--- config.mk ---
export PLATFORM = sky130hd
export DESIGN_NAME = dt_feature_framer
export DESIGN_NICKNAME = d
export VERILOG_FILES = /design/src/rtl/dt_feature_framer.sv
export SDC_FILE = /design/constraint.sdc
export NUM_CORES = 1
export LEC_CHECK = 0
export ABC_AREA = 1
export BUFFER_PORTS_ARGS = -buffer_cell sky130_fd_sc_hd__buf_2
export CORE_ASPECT_RATIO = 0.5
export CORE_MARGIN = 2
export CORE_UTILIZATION = 60
export CTS_BUF_LIST = sky130_fd_sc_hd__clkbuf_16
export CTS_CLUSTER_DIAMETER = 30
export CTS_CLUSTER_SIZE = 25
export DETAILED_ROUTE_END_ITERATION = 8
export GPL_TIMING_DRIVEN = 0
export PLACE_DENSITY = 0.86
export SYNTH_ARGS = -nofsm -noshare
export SYNTH_HDL_FRONTEND = slang
export SYNTH_SLANG_ARGS = --single-unit
--- constraint.sdc ---
create_clock -name clk -period 3.98 [get_ports clk]
set_input_delay 0.199 -clock clk [delete_from_list [all_inputs] [get_ports clk]]
set_output_delay 0.199 -clock clk [all_outputs]
set_load 0.03 [all_outputs]
--- src/rtl/dt_feature_framer.sv ---
// Six-lane feature framer: turns a tagged signed ADC sample stream into offset-binary
// Va..Ic frames on a registered valid/ready output. Optional counters under DT_FRAME_CNT_EN.
module dt_feature_framer #(
  parameter int N = 8,
  parameter int W = 12
) (
  input  logic         clk,
  input  logic         rst_n,
  input  logic         s_valid,
  output logic         s_ready,
  input  logic [2:0]   s_chan,
  input  logic [W-1:0] s_data,
  output logic         m_valid,
  input  logic         m_ready,
  output logic [N-1:0] Va,
  output logic [N-1:0] Vb,
  output logic [N-1:0] Vc,
  output logic [N-1:0] Ia,
  output logic [N-1:0] Ib,
  output logic [N-1:0] Ic,
`ifdef DT_FRAME_CNT_EN
  output logic [15:0]  frame_cnt,
  output logic [7:0]   drop_cnt,
`endif
  output logic         seq_err
);

  logic [N-1:0] asm_q  [6];
  logic [N-1:0] lane_q [6];
  logic [2:0]   idx;
  logic         pending;

  logic [W-1:0] u;
  logic [N-1:0] feature;
  logic         accept;
  logic         in_order;
  logic         out_hs;
  logic         out_free;

  // Offset binary is the two's-complement sample with its sign bit flipped; keep the top N bits.
  assign u        = {~s_data[W-1], s_data[W-2:0]};
  assign feature  = u[W-1:W-N];

  assign s_ready  = !pending;
  assign accept   = s_valid && s_ready;
  assign in_order = (s_chan == idx);
  assign out_hs   = m_valid && m_ready;
  assign out_free = !m_valid || m_ready;

  assign Va = lane_q[0];
  assign Vb = lane_q[1];
  assign Vc = lane_q[2];
  assign Ia = lane_q[3];
  assign Ib = lane_q[4];
  assign Ic = lane_q[5];

  always_ff @(posedge clk or negedge rst_n) begin
    if (!rst_n) begin
      for (int i = 0; i < 6; i++) begin
        asm_q[i]  <= '0;
        lane_q[i] <= '0;
      end
      idx     <= 3'd0;
      pending <= 1'b0;
      m_valid <= 1'b0;
      seq_err <= 1'b0;
    end else begin
      seq_err <= 1'b0;
      if (pending) begin
        // A held frame replaces the one being consumed, so m_valid stays high.
        if (out_hs) begin
          for (int i = 0; i < 6; i++) lane_q[i] <= asm_q[i];
          pending <= 1'b0;
          idx     <= 3'd0;
        end
      end else begin
        if (out_hs) m_valid <= 1'b0;
        if (accept) begin
          if (in_order) begin
            asm_q[idx] <= feature;
            if (idx == 3'd5) begin
              if (out_free) begin
                for (int i = 0; i < 5; i++) lane_q[i] <= asm_q[i];
                lane_q[5] <= feature;
                m_valid   <= 1'b1;
                idx       <= 3'd0;
              end else begin
                pending <= 1'b1;
              end
            end else begin
              idx <= idx + 3'd1;
            end
          end else begin
            // A stray Va starts a fresh frame instead of being thrown away.
            seq_err <= 1'b1;
            if (s_chan == 3'd0) begin
              asm_q[0] <= feature;
              idx      <= 3'd1;
            end else begin
              idx <= 3'd0;
            end
          end
        end
      end
    end
  end

`ifdef DT_FRAME_CNT_EN
  always_ff @(posedge clk or negedge rst_n) begin
    if (!rst_n) begin
      frame_cnt <= 16'd0;
      drop_cnt  <= 8'd0;
    end else begin
      if (out_hs) frame_cnt <= frame_cnt + 16'd1;
      if (accept && !in_order && drop_cnt != 8'hFF) drop_cnt <= drop_cnt + 8'd1;
    end
  end
`endif

endmodule

==> metrics.txt <==
clock-pin slew on the worst setup and hold paths 0.06 ns; Vias/cell 5.34; maximum VDD drop 0.000277 V; fin crit share 46.0%; Area contributors post-synth dfrtp_1 (59%), nand2_1 (16%), nand3_1 (6.9%); gpl congestion 0.881; commonest non-fill, non-tap cell in the layout nand2_1; total grt overflow 0; Hold Vio Cnt, Final 0; Post-Route WL 9870 um; largest net degree at the start of global routing 73; Slowest-stage cell, CP dfrtp_1; global-route wire length before repair 16,600 um; num rows 21; Distinct cells, synth 25; Peak Freq 546 MHz; power per standard cell area 409 nW/um^2; relative slew slack 65.6%; Nets 570; RSZ-0062 raised after global routing false; Routed Antenna Nets 0; number of flops mapped to enable cells by yosys 0; Crit Path Category reg -> reg; residual DRC count 0; GRT Util Overall 26.7%; R2R Setup Slk 2.15 ns; slowest stage delay, CP 0.44 ns; number of DRC markers in iteration 0 300; chip width 125 um; setup_tns 0 ns; ANT cells 0; Worst Skew 0.00755 ns; crit path cell chain nand3_1 -> clkbuf_1 -> clkbuf_1 -> nand3_1 -> nand2_1; Starting Density 63.5%; Seq cells post-synth 102; DP HPWL 6760 um; share of cells above drive strength 1 23.0%; fin crit period 1.83 ns; Sink Count 102; clock tree buffer depth 2; Worst Hold Class in -> reg; syn nets 492; status completed; CP endpoint kind flip-flop; register area 2550 um^2; multi-input combinational cell area 1540 um^2; buffers added on ports 65; area of the mapped netlist 4360 um^2; CP Launch Type flip-flop; routed len/inst 15.2 um; Synth area leader dfrtp_1; CTS tree done; Clk Latency, worst-skew pair 0.35 ns; IO Count 70; Max Cap Viol 0; H-tree Lvls 3; P_leak 0.00294 uW; via count 3,460; share of the synthesized area in the top cell type 58.6%; Synthesis Warnings 0; Seq/Total Area, Yosys 58.6%; first-pass iteration count of the detailed router 5; initial antenna violation count 0; Least-Margin Pin Slew 0.515 ns; Die Span Y 64.3 um; most frequent cells in the layout nand2_1 (186), dfrtp_1 (102), buf_2 (67); Core Util, Final 74.7%; CP required 4.26 ns; DP Cell Count 631; number of global-route vias before repair 3,388; Mapped Cells 473; asr flop ratio synth 100%; die area 8000 um^2; Synth Flop Type dfrtp_1; CTS Root Cell clkbuf_16; area delta synth->final 17.5%; Non-Filler Instances 648; syn_area_per_cell 9.21 um^2; crit-path max FO 10; critical path arrival 2.11 ns; core box area 6860 um^2; Final Setup Violations 0; CTS Buf Count 9; Fill cells 501; count of final max-slew check failures 0
-- worst max-delay path: cells and delay by family (launching register included) --
family                 cells  cell delay, ns
AND/OR/NAND/NOR            3            0.53
flip-flops                 1            0.44
buffers and inverters      2            0.80
-- synth_stat cells (2+ instances only) --
cell and instances:
nand4_1 2, clkbuf_1 9, buf_6 12, o21ai_2 12
o21ai_0 12, inv_1 15, nand2_4 6, nor2_1 5
inv_2 5, dfrtp_1 102, nand2_1 186, o21ai_1 28
nand2_2 6, buf_2 3, nand3_1 60
-- cell families (layout without fill, tap and decap cells) --
family / count (synthesis) / count (layout) / share of synthesized area (%)
buffers and inverters: 45 / 128 / 6.09
AOI/OAI and AO/OA: 54 / 54 / 7.32
xor gates and xnor gates: 1 / 1 / 0.373
and+or+nand+nor: 271 / 271 / 27.6
DFF: 102 / 102 / 58.6
-- state kept, by name (all words and copies together), names as in the netlist --
signal	flops
Ia	8
Ib	8
Ic	8
Va	8
Vb	8
Vc	8
asm_q	48
idx	3
m_valid	1
pending	1
seq_err	1
-- per-stage QoR --
step | cell area, um^2 | hold WS, ns | worst slack (ns) | power (uW)
2_1_floorplan | 4360 | -0.0966 | 2.46 | 1210
3_3_place_gp | 4800 | 0.448 | 1.70 | 1260
3_5_place_dp | 4830 | 0.165 | 2.24 | 1280
4_1_cts | 5120 | 0.0888 | 2.17 | 2110
5_1_grt | 5120 | 0.119 | 2.00 | 2180
6_report | 5120 | 0.100 | 2.15 | 2100
-- layout make-up --
type | count | area share [%]
Buffer | 24 | 3.59
Sequential cell | 102 | 49.9
Inverter | 21 | 1.59
Clock buffer | 9 | 4.40
Timing Repair Buffer | 67 | 7.14
Clock inverter | 7 | 1.12
Multi-Input combinational cell | 326 | 30.1
Tap cell | 92 | 2.25
-- repair_timing --
item	4_1_cts	5_1_grt
resized for setup	0	0
setup buffers	0	0
endpoints found under the setup margin	0	0
hold buffers	1	0
endpoints found under the hold margin	30	0
-- routing by layer --
layer | vias up | part of all wire, % | track usage (%)
li1 | 1682 | - | -
met1 | 1641 | 44 | 34.1
met2 | 121 | 47 | 43.6
met3 | 16 | 8.1 | 9.63
met4 | 0 | 1.4 | 7.87
met5 | - | 0 | 0
-- path summary, 6_finish.rpt --
path	end	from	depth (start not counted)
hold reg to reg	asm_q[44]$_DFFE_PN0P_	asm_q[44]$_DFFE_PN0P_	2
setup / recovery	Ic[6]$_DFFE_PN0P_	m_valid$_DFFE_PN0N_	5
max in group asynchronous	Vc[0]$_DFFE_PN0P_	rst_n	3
hold / removal	asm_q[42]$_DFFE_PN0P_	s_data[6]	3
min in group asynchronous	Va[0]$_DFFE_PN0P_	rst_n	2
setup reg to reg	Ic[6]$_DFFE_PN0P_	m_valid$_DFFE_PN0N_	5
-- power breakdown --
part	leakage (uW)	internal (uW)	switching [uW]
sequential	0.00140	1090	27.4
combinational	0.00139	46.4	97.8
clock	0.000143	477	361
total	0.00294	1610	486
No activity file was read; power rests on OpenSTA's default activity.
